File: src/rtl/sc_pkg.sv
// Shared definitions for the stochastic-computing datapath: generator states,
// maximal-length LFSR tap masks and the scale-word width.
package sc_pkg;

    localparam int unsigned SC_NUMMAX_W = 9;

    typedef enum logic [1:0] {
        IDLE = 2'd0,
        RUN  = 2'd1,
        DONE = 2'd2
    } sc_gen_state_t;

    // Tap mask (bit i set => lfsr[i] feeds the XOR) for a left-shifting Fibonacci LFSR.
    function automatic logic [8:0] sc_lfsr_taps(input int unsigned width);
        logic [8:0] mask;
        case (width)
            4:       mask = 9'h00C;
            5:       mask = 9'h014;
            6:       mask = 9'h030;
            7:       mask = 9'h060;
            8:       mask = 9'h0B8;
            9:       mask = 9'h110;
            default: mask = 9'h0B8;
        endcase
        return mask;
    endfunction

endpackage

File: src/rtl/sc_lfsr.sv
// Maximal-length Fibonacci LFSR with synchronous reload to a non-zero seed.
module sc_lfsr
    import sc_pkg::*;
#(
    parameter int unsigned WIDTH = 8,
    parameter int unsigned SEED  = 1
) (
    input  logic             clk,
    input  logic             rst_n,
    input  logic             load,
    input  logic             step,
    output logic [WIDTH-1:0] state
);

    localparam int unsigned     SEED_LO = SEED % (2 ** WIDTH);
    // An all-zero seed would lock the register, so it is mapped to 1.
    localparam logic [WIDTH-1:0] SEED_W = (SEED_LO == 0) ? WIDTH'(1) : WIDTH'(SEED_LO);
    localparam logic [WIDTH-1:0] TAPS   = WIDTH'(sc_lfsr_taps(WIDTH));

    logic [WIDTH-1:0] r_lfsr;
    logic             w_fb;

    assign w_fb = ^(r_lfsr & TAPS);

    always_ff @(posedge clk or negedge rst_n) begin
        if (!rst_n) begin
            r_lfsr <= SEED_W;
        end else if (load) begin
            r_lfsr <= SEED_W;
        end else if (step) begin
            r_lfsr <= {r_lfsr[WIDTH-2:0], w_fb};
        end
    end

    assign state = r_lfsr;

endmodule

File: src/rtl/sc_bitstream_gen.sv
// Stochastic number generator: emits a 2^WIDTH-1 bit unipolar stream whose
// ones count equals the captured operand, by comparing an LFSR against it.
module sc_bitstream_gen
    import sc_pkg::*;
#(
    parameter int unsigned WIDTH = 8,
    parameter int unsigned SEED  = 1
) (
    input  logic                   clk,
    input  logic                   rst_n,
    input  logic                   start,
    input  logic [WIDTH-1:0]       value,
    input  logic [SC_NUMMAX_W-1:0] nummax_in,
    input  logic                   en,
    output logic                   bit_out,
    output logic                   bit_valid,
    output logic [SC_NUMMAX_W-1:0] nummax,
    output logic                   busy,
    output logic                   done
);

    localparam logic [WIDTH-1:0] LAST_CNT = WIDTH'((2 ** WIDTH) - 2);

    sc_gen_state_t          r_state;
    sc_gen_state_t          w_state_nxt;
    logic [WIDTH-1:0]       r_cnt;
    logic [WIDTH-1:0]       r_value_q;
    logic [SC_NUMMAX_W-1:0] r_nummax;
    logic [WIDTH-1:0]       w_lfsr;
    logic                   w_accept;
    logic                   w_step;

    assign w_accept = (r_state == IDLE) && start;
    assign w_step   = (r_state == RUN) && en;

    sc_lfsr #(
        .WIDTH (WIDTH),
        .SEED  (SEED)
    ) u_lfsr (
        .clk   (clk),
        .rst_n (rst_n),
        .load  (w_accept),
        .step  (w_step),
        .state (w_lfsr)
    );

    always_ff @(posedge clk or negedge rst_n) begin
        if (!rst_n) begin
            r_state <= IDLE;
        end else begin
            r_state <= w_state_nxt;
        end
    end

    always_comb begin
        w_state_nxt = r_state;
        case (r_state)
            IDLE:    if (start) w_state_nxt = RUN;
            RUN:     if (en && (r_cnt == LAST_CNT)) w_state_nxt = DONE;
            DONE:    w_state_nxt = IDLE;
            default: w_state_nxt = IDLE;
        endcase
    end

    always_ff @(posedge clk or negedge rst_n) begin
        if (!rst_n) begin
            r_cnt     <= '0;
            r_value_q <= '0;
            r_nummax  <= '0;
        end else if (w_accept) begin
            r_cnt     <= '0;
            r_value_q <= value;
            r_nummax  <= nummax_in;
        end else if (w_step) begin
            r_cnt     <= r_cnt + WIDTH'(1);
        end
    end

    always_comb begin
        bit_out   = 1'b0;
        bit_valid = 1'b0;
        busy      = 1'b0;
        done      = 1'b0;
        case (r_state)
            RUN: begin
                busy      = 1'b1;
                bit_valid = en;
                bit_out   = (w_lfsr <= r_value_q);
            end
            DONE:    done = 1'b1;
            default: ;
        endcase
    end

    assign nummax = r_nummax;

endmodule

File: config.mk
export PLATFORM = sky130hd
export DESIGN_NAME = sc_bitstream_gen
export DESIGN_NICKNAME = d
export VERILOG_FILES = /design/src/rtl/sc_pkg.sv /design/src/rtl/sc_lfsr.sv /design/src/rtl/sc_bitstream_gen.sv
export SDC_FILE = /design/constraint.sdc
export NUM_CORES = 1
export LEC_CHECK = 0
export BUFFER_PORTS_ARGS = -buffer_cell sky130_fd_sc_hd__buf_4
export CORE_MARGIN = 5
export CORE_UTILIZATION = 58
export DETAILED_ROUTE_END_ITERATION = 6
export PLACE_DENSITY = 0.9
export SLEW_MARGIN = 20
export SYNTH_ARGS = -nofsm -noshare
export SYNTH_HDL_FRONTEND = slang
export SYNTH_SLANG_ARGS = --single-unit
File: constraint.sdc
create_clock -name clk -period 3.4 [get_ports clk]
set_clock_uncertainty 0.2 [all_clocks]
set_input_delay 0.34 -clock clk [delete_from_list [all_inputs] [get_ports clk]]
set_output_delay 0.34 -clock clk [all_outputs]
set_load 0.01 [all_outputs]
==> flow_metrics.py, run 1 <==
metrics = {
    "status": {
        "outcome": "completed",
    },
    "timing": {
        "maxClockFrequency_ghz": 0.429,
        "final-setup-viol-count": 0,
        "tmin_final_ns": 2.33,
        "headroom_to_the_max_slew_limit": 0.456,
        "setup_repair_after_global_routing_missed_its_margin": "no",
        "final-max-slew-violation-count": 0,
        "final_period_utilization": 0.686,
        "final_hold_viol_count": 0,
        "worst-slew-pin-transition_ns": 0.815,
        "fin_setup_tns_ns": 0,
    },
    "yosys": {
        "synth_edf_count": 0,
        "synth_nets": 182,
        "seq_cells_post_synth": 35,
        "syn-mean-instance-area_um2": 11.1,
        "cell_taking_the_most_area_after_synthesis": "sky130_fd_sc_hd__dfrtp_1",
        "synth_top_area_share": 0.510,
        "synthTopCellsByArea": "sky130_fd_sc_hd__dfrtp_1 (51%), sky130_fd_sc_hd__ha_1 (7.5%), sky130_fd_sc_hd__mux2_2 (6.7%), sky130_fd_sc_hd__nand2_1 (4.7%), sky130_fd_sc_hd__o21ai_0 (3.3%)",
        "synthArstFlopShare": 1.00,
        "synth-seq-area-share": 0.525,
        "synth-main-ff-cell": "sky130_fd_sc_hd__dfrtp_1",
        "syn_area_um2": 1670,
        "post_synth_inst_count": 151,
        "synth.yosys.warnings": 0,
        "post_synth_num_cell_types": 32,
    },
    "layout": {
        "area_delta_synth_final_pct": 19.0,
        "layout-drive-gt1-share": 0.316,
        "post_layout_instance_count_excluding_filler_cells": 221,
        "nets": 220,
        "antenna_cells": 0,
    },
    "power": {
        "power.leakage_nw": 0.958,
        "power-per-cell-area_nw_per_um2": 496,
        "ir_worst_vdd_uv": 425,
    },
    "placement": {
        "io_buffers": 33,
        "place_congestion": 0.796,
        "placed_cells": 212,
        "dp_hpwl_um": 2450,
    },
    "floorplan": {
        "floorplan.die.width_um": 63.6,
        "design.core.area_um2": 2760,
        "floorplan.rows": 19,
        "floorplan_die_area_um2": 4050,
        "io_pins": 34,
        "die_extent_in_y_um": 63.6,
        "initial_core_util": 0.605,
    },
    "setup_path": {
        "critical_path_arrival_ns": 1.79,
        "worst-endpoint-required_ns": 2.86,
        "cp-start-kind": "flip-flop",
        "cp-end-kind": "output port",
        "path_max_fanout": 3,
        "criticalPathCategory": "flip-flop to output port",
    },
    "routing": {
        "drt-wirelength-per-cell_um": 14.8,
        "detail_route.drc_violations": 0,
        "antenna_nets_post_route": 0,
        "detail_route.wirelength_um": 3270,
        "drt-vias-per-instance": 5.53,
        "via_count": 1223,
        "drt-initial-drc-count": 61,
        "drt_first_pass_iters": 4,
    },
    "clock_tree": {
        "cts_tree": "yes",
        "postCtsSetupRepairBufs": 0,
        "register_clock_pin_slew_on_the_reported_worst_setup_and_hold_paths_ns": 0.10,
        "cts-root-to-sink-buffers": 2,
        "cts-htree-levels": 2,
        "numCtsBuffers": 5,
        "clockRootBuffer": "sky130_fd_sc_hd__clkbuf_4",
        "worst_skew_pair_latency_ns": 0.32,
        "cts.sinks": 35,
    },
    "grt": {
        "globalRouteOverflowTotal": 0,
        "grt_first_pass_wirelength_um": 5900,
        "largest_net_degree_at_the_start_of_global_routing": 36,
        "number_of_global_route_vias_before_repair": 1344,
        "antenna_found_initial": 0,
        "grt_util_all_layers": 0.184,
    },
    "hold_path": {
        "tightest_hold_check_type": "input pin to flip-flop",
    },
    "run": {
        "max_cap_viol_count": 0,
    },
}
## per-stage QoR
| stage | setup slack [ns] | hold WS, ns | util | power, W | cell area [um^2] |
|---|---|---|---|---|---|
| 5_1_grt | 0.939 | 0.0137 | 0.721 | 0.00106 | 1990 |
| 6_report | 1.07 | 0.0147 | 0.721 | 0.000985 | 1990 |
| 3_3_place_gp | 1.30 | 0.102 | 0.699 | 0.000760 | 1930 |
| 4_1_cts | 1.05 | 0.00385 | 0.721 | 0.000992 | 1990 |
| 3_5_place_dp | 1.22 | 0.109 | 0.699 | 0.000781 | 1930 |
| 2_1_floorplan | 1.57 | -0.156 | - | 0.000696 | 1670 |
## area by class of cell
type / count / area, um^2
repair buffers: 35 / 265
clock buffers: 8 / 48.8
well taps: 31 / 38.8
inverters: 11 / 41.3
multi-input cells: 101 / 716
flip-flops and latches: 35 / 877
fillers: 191 / 771
## logic make-up (layout without fill, tap and decap cells)
logic type,after synthesis,count (layout),synth area share
and+or+nand+nor,47,47,0.149
DFF,35,35,0.525
AOI/OAI and AO/OA,26,26,0.0952
buffers and inverters,15,54,0.0457
adders and majority gates,10,10,0.0750
muxes,10,10,0.0675
xor gates and xnor gates,8,8,0.0420
## cell usage after synthesis, drive strengths merged (2+ instances only)
library cell	n
dfrtp	34
nand2	22
inv	11
o21ai	11
ha	10
mux2	10
a21oi	7
nor2	7
nand4	5
xnor2	5
buf	4
nor3	4
a22o	3
xor2	3
nor2b	2
## repair_timing
| action | in CTS | in global routing |
|---|---|---|
| gates resized for setup | 0 | 0 |
| hold endpoints to repair | 34 | 0 |
| hold buffers | 1 | 0 |
## worst paths after layout
kind / start / end / slack, ns / cells past startpoint
worst min register to register: nummax[5] / nummax[5] / 0.32 / 1
worst min-delay path: value[6] / r_value_q[6] / 0.01 / 3
min in group asynchronous: rst_n / r_value_q[3] / 0.29 / 2
max in group asynchronous: rst_n / u_lfsr.state[0] / 2.37 / 2
worst max-delay path: u_lfsr.state[0] / bit_out / 1.07 / 7
worst max register to register: r_state[0] / nummax[8] / 1.22 / 3
## worst max-delay path, stage by stage, from the launching register on
cell and delay, ns:
sky130_fd_sc_hd__dfstp_2 0.53, sky130_fd_sc_hd__inv_1 0.05, sky130_fd_sc_hd__ha_1 0.17, sky130_fd_sc_hd__nor2b_1 0.10, sky130_fd_sc_hd__o211ai_1 0.09, sky130_fd_sc_hd__a21o_1 0.16, sky130_fd_sc_hd__a31o_2 0.24, sky130_fd_sc_hd__buf_4 0.14
## metal layers
| metal | GRT usage | vias up | wire (um) |
|---|---|---|---|
| met3 | 0.0515 | 8 | 176 |
| met4 | 0.0649 | 0 | 45 |
| met1 | 0.217 | 581 | 1360 |
| met5 | 0 | - | 0 |
| li1 | - | 594 | - |
| met2 | 0.316 | 40 | 1690 |
## placed cells by master, fill, tap and decap left out, drive strengths merged, types with 7 or more instances in the layout
master / count
a21oi: 7
buf: 34
clkbuf: 8
dfrtp: 34
ha: 10
inv: 11
mux2: 10
nand2: 22
nor2: 7
o21ai: 11
## sequential cells by signal (all words and copies together) (netlist names)
name          count
r_value_q         8
r_state           2
r_cnt             8
u_lfsr.state      8
nummax            9
## power breakdown
group / switching [W] / internal [W]
Clock: 0.000127 / 0.0000825
Combinational: 0.000106 / 0.000116
Sequential: 0.0000659 / 0.000487
Power figures use the tool's default switching activity.
==> run 2: changes to the inputs <==
--- a/config.mk
+++ b/config.mk
@@ -7,9 +7,9 @@
 export LEC_CHECK = 0
 export BUFFER_PORTS_ARGS = -buffer_cell sky130_fd_sc_hd__buf_4
 export CORE_MARGIN = 5
-export CORE_UTILIZATION = 58
+export CORE_UTILIZATION = 48
 export DETAILED_ROUTE_END_ITERATION = 6
-export PLACE_DENSITY = 0.9
+export PLACE_DENSITY = 0.8
 export SLEW_MARGIN = 20
 export SYNTH_ARGS = -nofsm -noshare
 export SYNTH_HDL_FRONTEND = slang
==> constraint.sdc (replaced) <==
create_clock -name clk -period 2 [get_ports clk]
set_clock_uncertainty 0.2 [all_clocks]
set_input_delay 0.2 -clock clk [delete_from_list [all_inputs] [get_ports clk]]
set_output_delay 0.2 -clock clk [all_outputs]
set_load 0.01 [all_outputs]
==> flow_metrics.py, run 2 (synthesis results as in run 1) <==
metrics = {
    "clock_tree": {
        "clockRootBuffer": "sky130_fd_sc_hd__clkbuf_4",
        "cts-root-to-sink-buffers": 2,
        "register_clock_pin_slew_on_the_reported_worst_setup_and_hold_paths_ns": 0.11,
        "numCtsBuffers": 5,
        "cts-htree-levels": 2,
        "cts_tree": "yes",
        "worst_skew_pair_latency_ns": 0.34,
        "cts.sinks": 35,
    },
    "setup_path": {
        "cp_top_family": "compound AO/OA/AOI/OAI gates",
        "critPathMaxStageDelay_ns": 0.42,
        "worstSetupPathDepth": 6,
        "cp-start-kind": "flip-flop",
        "slowest_stage_cell_cp": "sky130_fd_sc_hd__dfrtp_1",
        "worst-path-buf-inv": 1,
        "critical_path_arrival_ns": 1.76,
        "path_max_fanout": 2,
        "critical_path.cell_chain": "ha_1 -> nor2b_2 -> o211ai_1 -> a21o_1 -> a31o_2 -> buf_6",
        "r2r_cells": 7,
        "criticalPathCategory": "flip-flop to output port",
        "cp-end-kind": "output port",
        "worst-endpoint-required_ns": 1.60,
    },
    "layout": {
        "layout-drive-gt1-share": 0.336,
        "antenna_cells": 0,
        "most_common_cell_after_layout_fill_and_taps_aside": "sky130_fd_sc_hd__buf_4",
        "largest_reg_flops": 9,
        "area_delta_synth_final_pct": 36.4,
        "layout.cells.most_common_list": "sky130_fd_sc_hd__buf_4 (35), sky130_fd_sc_hd__dfrtp_1 (34), sky130_fd_sc_hd__nand2_1 (21)",
        "nets": 241,
    },
    "floorplan": {
        "initial_core_util": 0.496,
        "die_extent_in_y_um": 69.0,
        "floorplan.rows": 21,
        "floorplan.die.width_um": 69.0,
        "floorplan_die_area_um2": 4760,
        "io_pins": 34,
        "design.core.area_um2": 3360,
    },
    "timing": {
        "final_period_utilization": 1.08,
        "hold_ws_ns": 0.122,
        "final_hold_viol_count": 0,
        "fin_setup_tns_ns": -0.160,
        "maxClockFrequency_ghz": 0.463,
        "layout_setup_ws_ns": -0.160,
        "headroom_to_the_max_slew_limit": 0.697,
        "setup_repair_after_global_routing_missed_its_margin": "yes",
        "final-max-slew-violation-count": 0,
        "worst-slew-pin-transition_ns": 0.453,
        "final-setup-viol-count": 1,
        "tmin_final_ns": 2.16,
    },
    "placement": {
        "place_congestion": 0.819,
        "io_buffers": 33,
        "dp_hpwl_um": 2320,
    },
    "run": {
        "max_cap_viol_count": 0,
    },
    "power": {
        "p_sw_frac": 0.306,
        "power.leakage_nw": 1.06,
        "ir_worst_vdd_uv": 476,
        "intPower_w": 0.00130,
        "power-per-cell-area_nw_per_um2": 823,
        "clock_power_share": 0.239,
        "p_switching_w": 0.000572,
        "power.sequential.fraction": 0.502,
        "power.share.combinational": 0.258,
    },
    "hold_path": {
        "tightest_hold_check_type": "input pin to async pin",
    },
    "routing": {
        "antenna_nets_post_route": 0,
        "detail_route.wirelength_um": 3830,
        "via_count": 1338,
        "drt-initial-drc-count": 83,
        "detail_route.drc_violations": 0,
        "drt_first_pass_iters": 4,
        "drt-wirelength-per-cell_um": 14.9,
        "drt-vias-per-instance": 5.21,
    },
    "grt": {
        "grt_first_pass_wirelength_um": 6510,
        "largest_net_degree_at_the_start_of_global_routing": 37,
        "grt_util_all_layers": 0.189,
        "antenna_found_initial": 0,
        "globalRouteOverflowTotal": 0,
        "number_of_global_route_vias_before_repair": 1349,
    },
    "status": {
        "violations": "negative setup slack",
        "outcome": "finished, violations left",
    },
}
-- run 2: cell count changes in the layout (fill, tap and decap cells not counted), sizes merged --
| cell | delta |
|---|---|
| buf | +3 |
| dlygate4sd3 | +18 |
-- run 2: final cells by class --
class / instances / area, um^2
Fill cell: 258 / 1090
Sequential cell: 35 / 877
Multi-Input combinational cell: 101 / 747
Timing Repair Buffer: 56 / 484
Clock buffer: 8 / 68.8
Tap cell: 46 / 57.6
Inverter: 11 / 41.3
-- run 2: stage by stage --
stage | cells | power (W) | util | instance area, um^2 | setup slack (ns)
2_1_floorplan | 151 | 0.00118 | - | 1670 | 0.314
3_3_place_gp | 227 | 0.00129 | 0.583 | 1960 | 0.162
3_5_place_dp | 227 | 0.00132 | 0.583 | 1960 | 0.156
4_1_cts | 256 | 0.00184 | 0.669 | 2250 | -0.181
5_1_grt | 257 | 0.00200 | 0.677 | 2280 | -0.249
6_report | 257 | 0.00187 | 0.677 | 2280 | -0.160
-- run 2: routing by layer --
layer	vias up	global-route usage	part of all wire
li1	634	-	-
met1	658	0.234	0.41
met2	38	0.315	0.53
met3	8	0.0567	0.046
met4	0	0.0608	0.019
met5	-	0	0
-- run 2: worst reg2reg max path: stages, from the launching register on --
cell,delay (ns)
sky130_fd_sc_hd__dfrtp_1,0.44
sky130_fd_sc_hd__nand2b_4,0.19
sky130_fd_sc_hd__inv_2,0.06
sky130_fd_sc_hd__nand2_4,0.10
sky130_fd_sc_hd__inv_2,0.12
sky130_fd_sc_hd__nor2_1,0.39
sky130_fd_sc_hd__nand2_1,0.12
sky130_fd_sc_hd__o21ai_0,0.09
-- run 2: repair_timing --
action,in CTS,in global routing
pin swaps,3,3
resized for setup,4,5
buffers inserted,2,1
endpoints found under the setup margin,1,1
hold buffers,19,0
hold endpoints to repair,57,0
-- run 2: power by group through the flow --
stage / clock network (W) / logic (W) / registers [W]
6_report: 0.000448 / 0.000484 / 0.000941
5_1_grt: 0.000499 / 0.000545 / 0.000958
4_1_cts: 0.000455 / 0.000448 / 0.000936
3_5_place_dp: 0 / 0.000375 / 0.000950
3_3_place_gp: 0 / 0.000354 / 0.000941
2_1_floorplan: 0 / 0.000257 / 0.000925
-- run 2: path summary, 6_finish.rpt --
| check | from | to | slack (ns) |
|---|---|---|---|
| worst max-delay path | u_lfsr.state[1] | bit_out | -0.16 |
| worst min-delay path | rst_n | r_value_q[0] | 0.12 |
| worst max register to register | r_state[1] | u_lfsr.state[1] | 0.22 |
| worst min register to register | nummax[8] | nummax[8] | 0.32 |
| max in group asynchronous | rst_n | u_lfsr.state[0] | 1.14 |
| min in group clk | start | r_cnt[5] | 0.21 |
